$ cat config.mk
export PLATFORM = sky130hd
export DESIGN_NAME = de_hazard_ctrl
export DESIGN_NICKNAME = d
export VERILOG_FILES = /design/src/rtl/de_hazard_ctrl_pkg.sv /design/src/rtl/de_hazard_ctrl_scoreboard.sv /design/src/rtl/de_hazard_ctrl.sv
export SDC_FILE = /design/constraint.sdc
export NUM_CORES = 1
export LEC_CHECK = 0
export CORE_ASPECT_RATIO = 1.1
export CORE_UTILIZATION = 23
export CTS_BUF_LIST = sky130_fd_sc_hd__clkbuf_16
export DETAILED_ROUTE_END_ITERATION = 8
export PLACE_DENSITY = 0.35
export SLEW_MARGIN = 0
export SYNTH_ARGS = -nofsm -noshare
export SYNTH_HDL_FRONTEND = slang
export SYNTH_HIERARCHICAL = 1
export SYNTH_SLANG_ARGS = --single-unit
$ cat constraint.sdc
create_clock -name clk -period 9.8 [get_ports clk]
set_clock_uncertainty 0.1 [all_clocks]
set_input_delay 0.98 -clock clk [delete_from_list [all_inputs] [get_ports clk]]
set_output_delay 0.98 -clock clk [all_outputs]
set_load 0.03 [all_outputs]
$ cat src/rtl/de_hazard_ctrl_pkg.sv
// Shared definitions for the decode-stage hazard controller (optional HAZARD_PERF_EN perf counters live in the top).
// Holds the FSM encoding, pending-write counter sizing and the controller-to-FE bundle width.
`ifndef DE_HAZARD_CTRL_PKG_SV
`define DE_HAZARD_CTRL_PKG_SV

`define HZ_FE_BUS_W 2

package de_hazard_ctrl_pkg;
  localparam int CNT_W   = 2;
  localparam int CNT_MAX = (1 << CNT_W) - 1;

  typedef enum logic [0:0] {
    HZ_RUN     = 1'b0,
    HZ_BR_WAIT = 1'b1
  } hz_state_e;
endpackage

`endif

$ cat src/rtl/de_hazard_ctrl_scoreboard.sv
// Per-register pending-write counters with retire/kill decrement, clamp at 0, registered busy_mask.
// Source-busy answers are combinational on post-decrement counters; saturation uses the current count.
module hz_scoreboard #(
  parameter int NREGS = 32,
  parameter int CNT_W = 2
) (
  input  logic             clk,
  input  logic             reset,
  input  logic             inc_vld,
  input  logic [4:0]       inc_reg,
  input  logic             ret_vld,
  input  logic [4:0]       ret_reg,
  input  logic             kill_vld,
  input  logic [4:0]       kill_reg,
  input  logic [4:0]       rs1,
  input  logic [4:0]       rs2,
  input  logic [4:0]       rd,
  output logic             rs1_busy,
  output logic             rs2_busy,
  output logic             rd_sat,
  output logic [NREGS-1:0] busy_mask
);

  logic [CNT_W-1:0] cnt     [NREGS];
  logic [CNT_W-1:0] cnt_dec [NREGS];
  logic [CNT_W-1:0] cnt_nxt [NREGS];
  logic [1:0]       ndec;

  always_comb begin
    ndec = 2'd0;
    for (int i = 0; i < NREGS; i++) begin
      cnt_dec[i] = cnt[i];
      cnt_nxt[i] = cnt[i];
    end
    // Entry 0 is never touched, so x0 retire/kill/issue fall through.
    for (int i = 1; i < NREGS; i++) begin
      ndec = {1'b0, ret_vld && (ret_reg == 5'(i))} + {1'b0, kill_vld && (kill_reg == 5'(i))};
      if ({2'b00, cnt[i]} >= (CNT_W + 2)'(ndec))
        cnt_dec[i] = cnt[i] - CNT_W'(ndec);
      else
        cnt_dec[i] = '0;
      cnt_nxt[i] = cnt_dec[i] + CNT_W'(inc_vld && (inc_reg == 5'(i)));
    end
  end

  assign rs1_busy = (cnt_dec[rs1] != '0);
  assign rs2_busy = (cnt_dec[rs2] != '0);
  assign rd_sat   = (cnt[rd] == {CNT_W{1'b1}});

  always_ff @(posedge clk) begin
    if (reset) begin
      for (int i = 0; i < NREGS; i++) cnt[i] <= '0;
      busy_mask <= '0;
    end else begin
      for (int i = 0; i < NREGS; i++) begin
        cnt[i]       <= cnt_nxt[i];
        busy_mask[i] <= (cnt_nxt[i] != '0);
      end
    end
  end

endmodule

$ cat src/rtl/de_hazard_ctrl.sv
// Decode-stage issue controller: scoreboard RAW/saturation checks, branch wait FSM, MUL occupancy timer.
// issue/stall_de/fe_hold are combinational this cycle; HAZARD_PERF_EN adds 32-bit stall-cause counters.
module de_hazard_ctrl
  import de_hazard_ctrl_pkg::hz_state_e;
  import de_hazard_ctrl_pkg::HZ_RUN;
  import de_hazard_ctrl_pkg::HZ_BR_WAIT;
#(
  parameter int NREGS   = 32,
  parameter int CNT_W   = de_hazard_ctrl_pkg::CNT_W,
  parameter int MUL_LAT = 3
) (
  input  logic             clk,
  input  logic             reset,
  input  logic             de_valid,
  input  logic [4:0]       de_rs1,
  input  logic [4:0]       de_rs2,
  input  logic             de_use_rs1,
  input  logic             de_use_rs2,
  input  logic             de_wr_reg,
  input  logic [4:0]       de_rd,
  input  logic             de_is_branch,
  input  logic             de_is_mul,
  input  logic             br_resolve,
  input  logic             wb_wr_reg,
  input  logic [4:0]       wb_regno,
  input  logic             kill_valid,
  input  logic [4:0]       kill_regno,
  output logic             issue,
  output logic             stall_de,
  output logic             fe_hold,
  output logic [NREGS-1:0] busy_mask
`ifdef HAZARD_PERF_EN
  ,
  output logic [31:0]      perf_raw_stalls,
  output logic [31:0]      perf_br_stalls,
  output logic [31:0]      perf_mul_stalls
`endif
);

  localparam int MW = (MUL_LAT > 1) ? $clog2(MUL_LAT + 1) : 1;

  hz_state_e     state, state_nxt;
  logic [MW-1:0] mul_cnt, mul_nxt;
  logic          mul_busy;
  logic          rs1_busy, rs2_busy, rd_sat;
  logic          raw, sat;

  hz_scoreboard #(.NREGS(NREGS), .CNT_W(CNT_W)) u_sb (
    .clk       (clk),
    .reset     (reset),
    .inc_vld   (issue && de_wr_reg && (de_rd != 5'd0)),
    .inc_reg   (de_rd),
    .ret_vld   (wb_wr_reg),
    .ret_reg   (wb_regno),
    .kill_vld  (kill_valid),
    .kill_reg  (kill_regno),
    .rs1       (de_rs1),
    .rs2       (de_rs2),
    .rd        (de_rd),
    .rs1_busy  (rs1_busy),
    .rs2_busy  (rs2_busy),
    .rd_sat    (rd_sat),
    .busy_mask (busy_mask)
  );

  assign raw      = (de_use_rs1 && (de_rs1 != 5'd0) && rs1_busy) ||
                    (de_use_rs2 && (de_rs2 != 5'd0) && rs2_busy);
  assign sat      = de_wr_reg && (de_rd != 5'd0) && rd_sat;
  assign mul_busy = (mul_cnt != '0);
  assign stall_de = de_valid && !issue;

  always_comb begin
    state_nxt = state;
    issue     = 1'b0;
    fe_hold   = 1'b0;
    case (state)
      HZ_RUN: begin
        issue = de_valid && !raw && !sat && !mul_busy;
        if (issue && de_is_branch) state_nxt = HZ_BR_WAIT;
      end
      HZ_BR_WAIT: begin
        fe_hold = !br_resolve;
        if (br_resolve) state_nxt = HZ_RUN;
      end
      default: state_nxt = HZ_RUN;
    endcase
  end

  always_comb begin
    mul_nxt = mul_cnt;
    if (issue && de_is_mul) mul_nxt = MW'(MUL_LAT - 1);
    else if (mul_busy)      mul_nxt = mul_cnt - MW'(1);
  end

  always_ff @(posedge clk) begin
    if (reset) begin
      state   <= HZ_RUN;
      mul_cnt <= '0;
    end else begin
      state   <= state_nxt;
      mul_cnt <= mul_nxt;
    end
  end

`ifdef HAZARD_PERF_EN
  // Stall cause priority: branch wait, then MUL occupancy, then operand/saturation.
  always_ff @(posedge clk) begin
    if (reset) begin
      perf_raw_stalls <= '0;
      perf_br_stalls  <= '0;
      perf_mul_stalls <= '0;
    end else if (stall_de) begin
      if (state == HZ_BR_WAIT) perf_br_stalls  <= perf_br_stalls + 32'd1;
      else if (mul_busy)       perf_mul_stalls <= perf_mul_stalls + 32'd1;
      else                     perf_raw_stalls <= perf_raw_stalls + 32'd1;
    end
  end
`endif

endmodule

==> flow_summary.ini, run 1 <==
[finish]
diodes = 0
layout-drive-gt1-share = 0.0735
multiInputGateArea_um2 = 5300
final-seq-area_um2 = 1920
nFillCells = 3627
layout_common_cells = nor2_1 (138), ha_1 (124), inv_1 (109)
final_nets = 1166
areaGrowthSynthToFinish_pct = 18.5
final_common_cell = nor2_1

[flow_run]
maxCapViolations = 0

[setup_path]
worstPathCellList = clkdlybuf4s50_1 > nor2b_1 > nand2_1 > nor2_1 > ha_1 > ha_1 > fa_1 > a2111oi_0 > or4_1 > o31ai_1 > a2111oi_1 > a221o_1 > o311a_1 > o31a_1 > clkdlybuf4s50_1
crit_family = compound AO/OA/AOI/OAI gates
r2r-end = u_sb/busy_mask[12]
r2r_start = u_sb/cnt[10][0]
ff2ff_path_depth = 18
cp_max_fo = 5
cp.depth = 15
cp.required_ns = 8.72
start_kind = input port
slowest_delay_ns = 0.70
path_class = in -> out
critPathSlowestCell = a2111oi_0
r2r_setup_slack_ns = 4.69
arrival_ns = 6.11
end_kind = output pin
crit_buf_inv = 2

[clock_tree]
cts_made_buffers = 9
clkSinkCount = 96
cts_htree_levels = 3
post_cts_buffers = 0
cts_root_buf = clkbuf_16
clock_latency_ns = 0.37
clk_pin_slew_ns = 0.07
postCtsHoldBufs = 0
cts.repair.resized = 0
max-clock-path-buffers = 2
cts_tree = done

[global_routing]
grtUsageMet2 = 0.250
first_global_vias = 6469
grt_pass1_wl_um = 37700
grt_usage = 0.149
grt_max_degree = 68
groute.layer.met1.usage = 0.189
gr-total-overflow = 0
antenna_found_initial = 1
use_met3 = 0.0248
top_usage_layer = met2

[worst_hold_path]
min_to = mul_cnt[0]
hold_class = reg -> reg
hold_path.startpoint = mul_cnt[0]
min_path_cells = 1

[power_and_ir_drop]
leakagePower_nw = 3.72
p_total_w = 0.00100
p_per_area_nw_per_um2 = 109
ir_worst_vdd_uv = 83.7

[sta]
period_needed_ns = 7.19
worst_slew_pin_slew_ns = 0.801
hold_ws_ns = 0.359
fin_crit_sh = 0.734
hold_viol_final = 0
slew_viol_final = 0
rsz0062_at_grt = false
setup_viol = 0
finalSetupTns_ns = 0
max_freq_ghz = 0.139
worst_slew_margin_rel = 0.464

[synthesis]
netlist-cell-type-count = 68
ys_ff_latch = 96
async_flop_share = 0
synth_area_um2 = 7770
synthFlopType = dfxtp_1
synth_seq_area_share = 0.247
synth_edf_count = 0
syn_nets = 1110
synth_cells = 919
avgSynthCellArea_um2 = 8.45
yosys_warnings = 6

[route]
routed_via_density = 4.41
dr.pass1.iters = 4
drtIter0Drc = 343
drc = 0
wirelength_um = 24600
vias = 6222
post_drt_wl_per_cell_um = 17.4
drtAntennaViolNets = 0

[run_status]
status = finished, final reports clean

[die]
dieArea_um2 = 34500
core_area_um2 = 33300
die_y_um = 195
fp-row-count = 70
pin_count = 71
die_w_um = 177
start_util = 0.233

[placed_design]
hpwl_um = 19400
port-buffer-count = 69
gp_congestion = 0.789
per-stage QoR:
stage               area [um2]  std cells  setup slack, ns   util
finish                    9210       1412             2.61  0.277
CTS                       9210       1412             2.63  0.277
floorplan                 7770        919             4.15      -
global route              9210       1412             2.26  0.277
detailed placement        8900       1396             2.44  0.267
global placement          8900       1396             2.54  0.267
Yosys cell counts (4+ instances only):
master	count	area share
xnor2_1	13	0.015
inv_1	108	0.052
nor2b_1	53	0.043
nand2_1	31	0.015
clkbuf_1	20	0.0097
o211ai_1	5	0.0048
dfxtp_1	96	0.25
nor2_1	138	0.067
or3_1	15	0.012
nor3_1	12	0.0077
a21boi_1	10	0.0097
nand3_1	29	0.019
xor2_1	4	0.0045
a21o_1	6	0.0058
o21ai_1	4	0.0026
fa_1	31	0.080
o311ai_0	5	0.0056
o31ai_1	6	0.0058
ha_1	124	0.20
a21oi_1	53	0.034
or2_2	33	0.027
nand4_1	5	0.0040
mux4_2	6	0.017
o21ai_0	25	0.016
nand2b_1	15	0.012
cell type report:
type / instances / area share
multi-input cells: 684 / 0.576
inverters: 112 / 0.0456
clock inverters: 7 / 0.00951
clock buffers: 9 / 0.0245
well taps: 432 / 0.0587
flip-flops and latches: 96 / 0.209
repair buffers: 72 / 0.0772
logic make-up after synthesis:
logic type / synth area share
muxes: 0.0295
buffers and inverters: 0.0700
adders and majority gates: 0.280
and+or+nand+nor: 0.225
other: 0.000483
AOI/OAI and AO/OA: 0.129
xor gates and xnor gates: 0.0192
DFF: 0.247
sequential cells by signal, summed over array words and instances (netlist names):
| register | flops |
|---|---|
| u_sb/cnt | 62 |
| u_sb/busy_mask | 31 |
| mul_cnt | 2 |
| state | 1 |
metal layers:
layer,vias to the layer above,part of all wire
met5,-,0
met4,0,0.023
met3,26,0.030
met2,80,0.48
met1,2935,0.46
li1,3181,-
how the worst max path moves through the flow:
stage,from,to
6_report,kill_regno[2],stall_de
5_1_grt,wb_wr_reg,u_sb/busy_mask[12]
4_1_cts,wb_wr_reg,stall_de
3_5_place_dp,wb_wr_reg,u_sb/busy_mask[12]
3_3_place_gp,wb_wr_reg,u_sb/busy_mask[12]
2_1_floorplan,wb_regno[2],u_sb/busy_mask[12]
power by group:
group / internal (W) / switching [W] / total (W)
clock network: 0.000222 / 0.000169 / 0.000391
registers: 0.000405 / 0.00000709 / 0.000412
logic: 0.0000796 / 0.000118 / 0.000198
No activity file was read; power rests on OpenSTA's default activity.
==> run 2, diff against run 1 <==
clock period = 6.7 ns   (was 9.8 ns; I/O delays follow)
==> run 2 against run 1 <==
Net effect:
- final cell count rose by 0.92%
- sequential power is 46% higher
- register-to-register slack worse by 2.7 ns
- critical path depth grew 1
- largest power group unchanged
- power increased by 45%
- cell area up 0.92%
- sequential share of layout area shrank 0.19 points
- utilization increased by 0.26 points
==> flow_summary.ini, run 2 (synthesis gave the netlist of run 1 again) <==
[die]
pin_count = 71
start_util = 0.233
dieArea_um2 = 34500
die_y_um = 195
core_area_um2 = 33300
die_w_um = 177
fp-row-count = 70

[worst_hold_path]
hold_class = reg -> reg

[clock_tree]
cts.repair.resized = 0
clock_latency_ns = 0.37
postCtsHoldBufs = 0
post_cts_buffers = 0
cts_root_buf = clkbuf_16
clkSinkCount = 96
cts_made_buffers = 9
clk_pin_slew_ns = 0.06
max-clock-path-buffers = 2
cts_tree = done
cts_htree_levels = 3

[finish]
layout_common_cells = nor2_1 (138), ha_1 (124), inv_1 (111)
diodes = 0
final_common_cell = nor2_1
design_area_um2 = 9300
largest_reg_flops = 62
layout-drive-gt1-share = 0.0856
areaGrowthSynthToFinish_pct = 19.6
fin_cells = 1425
utilization = 0.279
final_nets = 1179
max_flop_register = u_sb/cnt
top_regs = u_sb/cnt: 62 flops, u_sb/busy_mask: 31 flops, mul_cnt: 2 flops

[setup_path]
cp.required_ns = 5.93
arrival_ns = 5.58
start_kind = input port
path_class = in -> out
end_kind = output pin
cp_max_fo = 5

[route]
vias = 6363
routed_via_density = 4.47
wirelength_um = 24700
drtAntennaViolNets = 0
dr.pass1.iters = 5
drtIter0Drc = 278
post_drt_wl_per_cell_um = 17.3
drc = 0

[global_routing]
grt_max_degree = 68
grt_pass1_wl_um = 37900
grt_usage = 0.150
gr-total-overflow = 0
first_global_vias = 6460
antenna_found_initial = 0

[placed_design]
gp_congestion = 0.788
place_inst = 1409
hpwl_um = 19800
port-buffer-count = 69
placed_area_um2 = 8990

[power_and_ir_drop]
p_comb_frac = 0.203
ir_worst_vdd_uv = 119
switching_power_w = 0.000419
pwr-share-clk = 0.382
p_int_w = 0.00103
seqPwrFrac = 0.415
p_sw_frac = 0.288
leakagePower_nw = 3.79
p_per_area_nw_per_um2 = 156

[sta]
setup_viol = 0
finalSetupTns_ns = 0
fin_crit_sh = 0.948
period_needed_ns = 6.35
hold_ws_ns = 0.365
hold_viol_final = 0
slew_viol_final = 0
worst_slew_margin_rel = 0.464
max_freq_ghz = 0.157
rsz0062_at_grt = false
worst_slew_pin_slew_ns = 0.804

[flow_run]
maxCapViolations = 0

[run_status]
status = finished, final reports clean
run 2: changes by cell type in the layout (fill, tap and decap cells not counted), sizes merged:
cell           before  now
buf                 4   18
inv               112  114
clkinv              4    3
clkinvlp            1    0
clkdlybuf4s50      68   67
run 2: path summary, 6_finish.rpt:
check / start / to / slack (ns) / cells past startpoint
setup reg to reg: u_sb/cnt[10][0] / u_sb/busy_mask[8] / 1.97 / 19
hold reg to reg: mul_cnt[0] / mul_cnt[0] / 0.37 / 1
setup / recovery: kill_valid / stall_de / 0.35 / 16
hold / removal: mul_cnt[0] / mul_cnt[0] / 0.37 / 1
run 2: area by class of cell:
type / instances / area [um2]
Fill cell: 3613 / 24000
Timing Repair Buffer: 85 / 803
Clock buffer: 9 / 225
Inverter: 112 / 420
Tap cell: 432 / 541
Sequential cell: 96 / 1920
Clock inverter: 7 / 80.1
Multi-Input combinational cell: 684 / 5300
run 2: critical path, stage by stage:
cell and delay (ns):
clkdlybuf4s50_1 0.59, nor2b_1 0.29, nand2_1 0.24, nor2_1 0.16, ha_1 0.24, ha_1 0.19
fa_1 0.50, a2111oi_0 0.54, or4_1 0.20, o31ai_1 0.08, a2111oi_1 0.52, a221o_1 0.19
o311a_1 0.21, buf_4 0.15, o31a_1 0.14, clkdlybuf4s50_1 0.66
run 2: per-layer routing:
metal  track usage  wire [um]  share of wire  vias to the layer above
met5             0          0              0                        -
met4        0.0457        467          0.019                        0
met3        0.0219        637          0.026                       17
met2         0.252      12000           0.49                       87
met1         0.195      11500           0.47                     3045
li1              -          -              -                     3214
run 2: stage by stage:
step	worst slack, ns	power, W
global route	0.0732	0.00153
global placement	0.0870	0.000918
CTS	0.366	0.00149
floorplan	1.36	0.000788
detailed placement	0.0746	0.000914
finish	0.346	0.00145
run 2: power groups by stage:
stage	clock [W]	combinational [W]	sequential [W]
final	0.000555	0.000295	0.000603
after CTS	0.000588	0.000299	0.000603
after detailed placement	0	0.000298	0.000616
after global placement	0	0.000301	0.000617
after global routing	0.000606	0.000323	0.000606
after floorplan	0	0.000154	0.000635
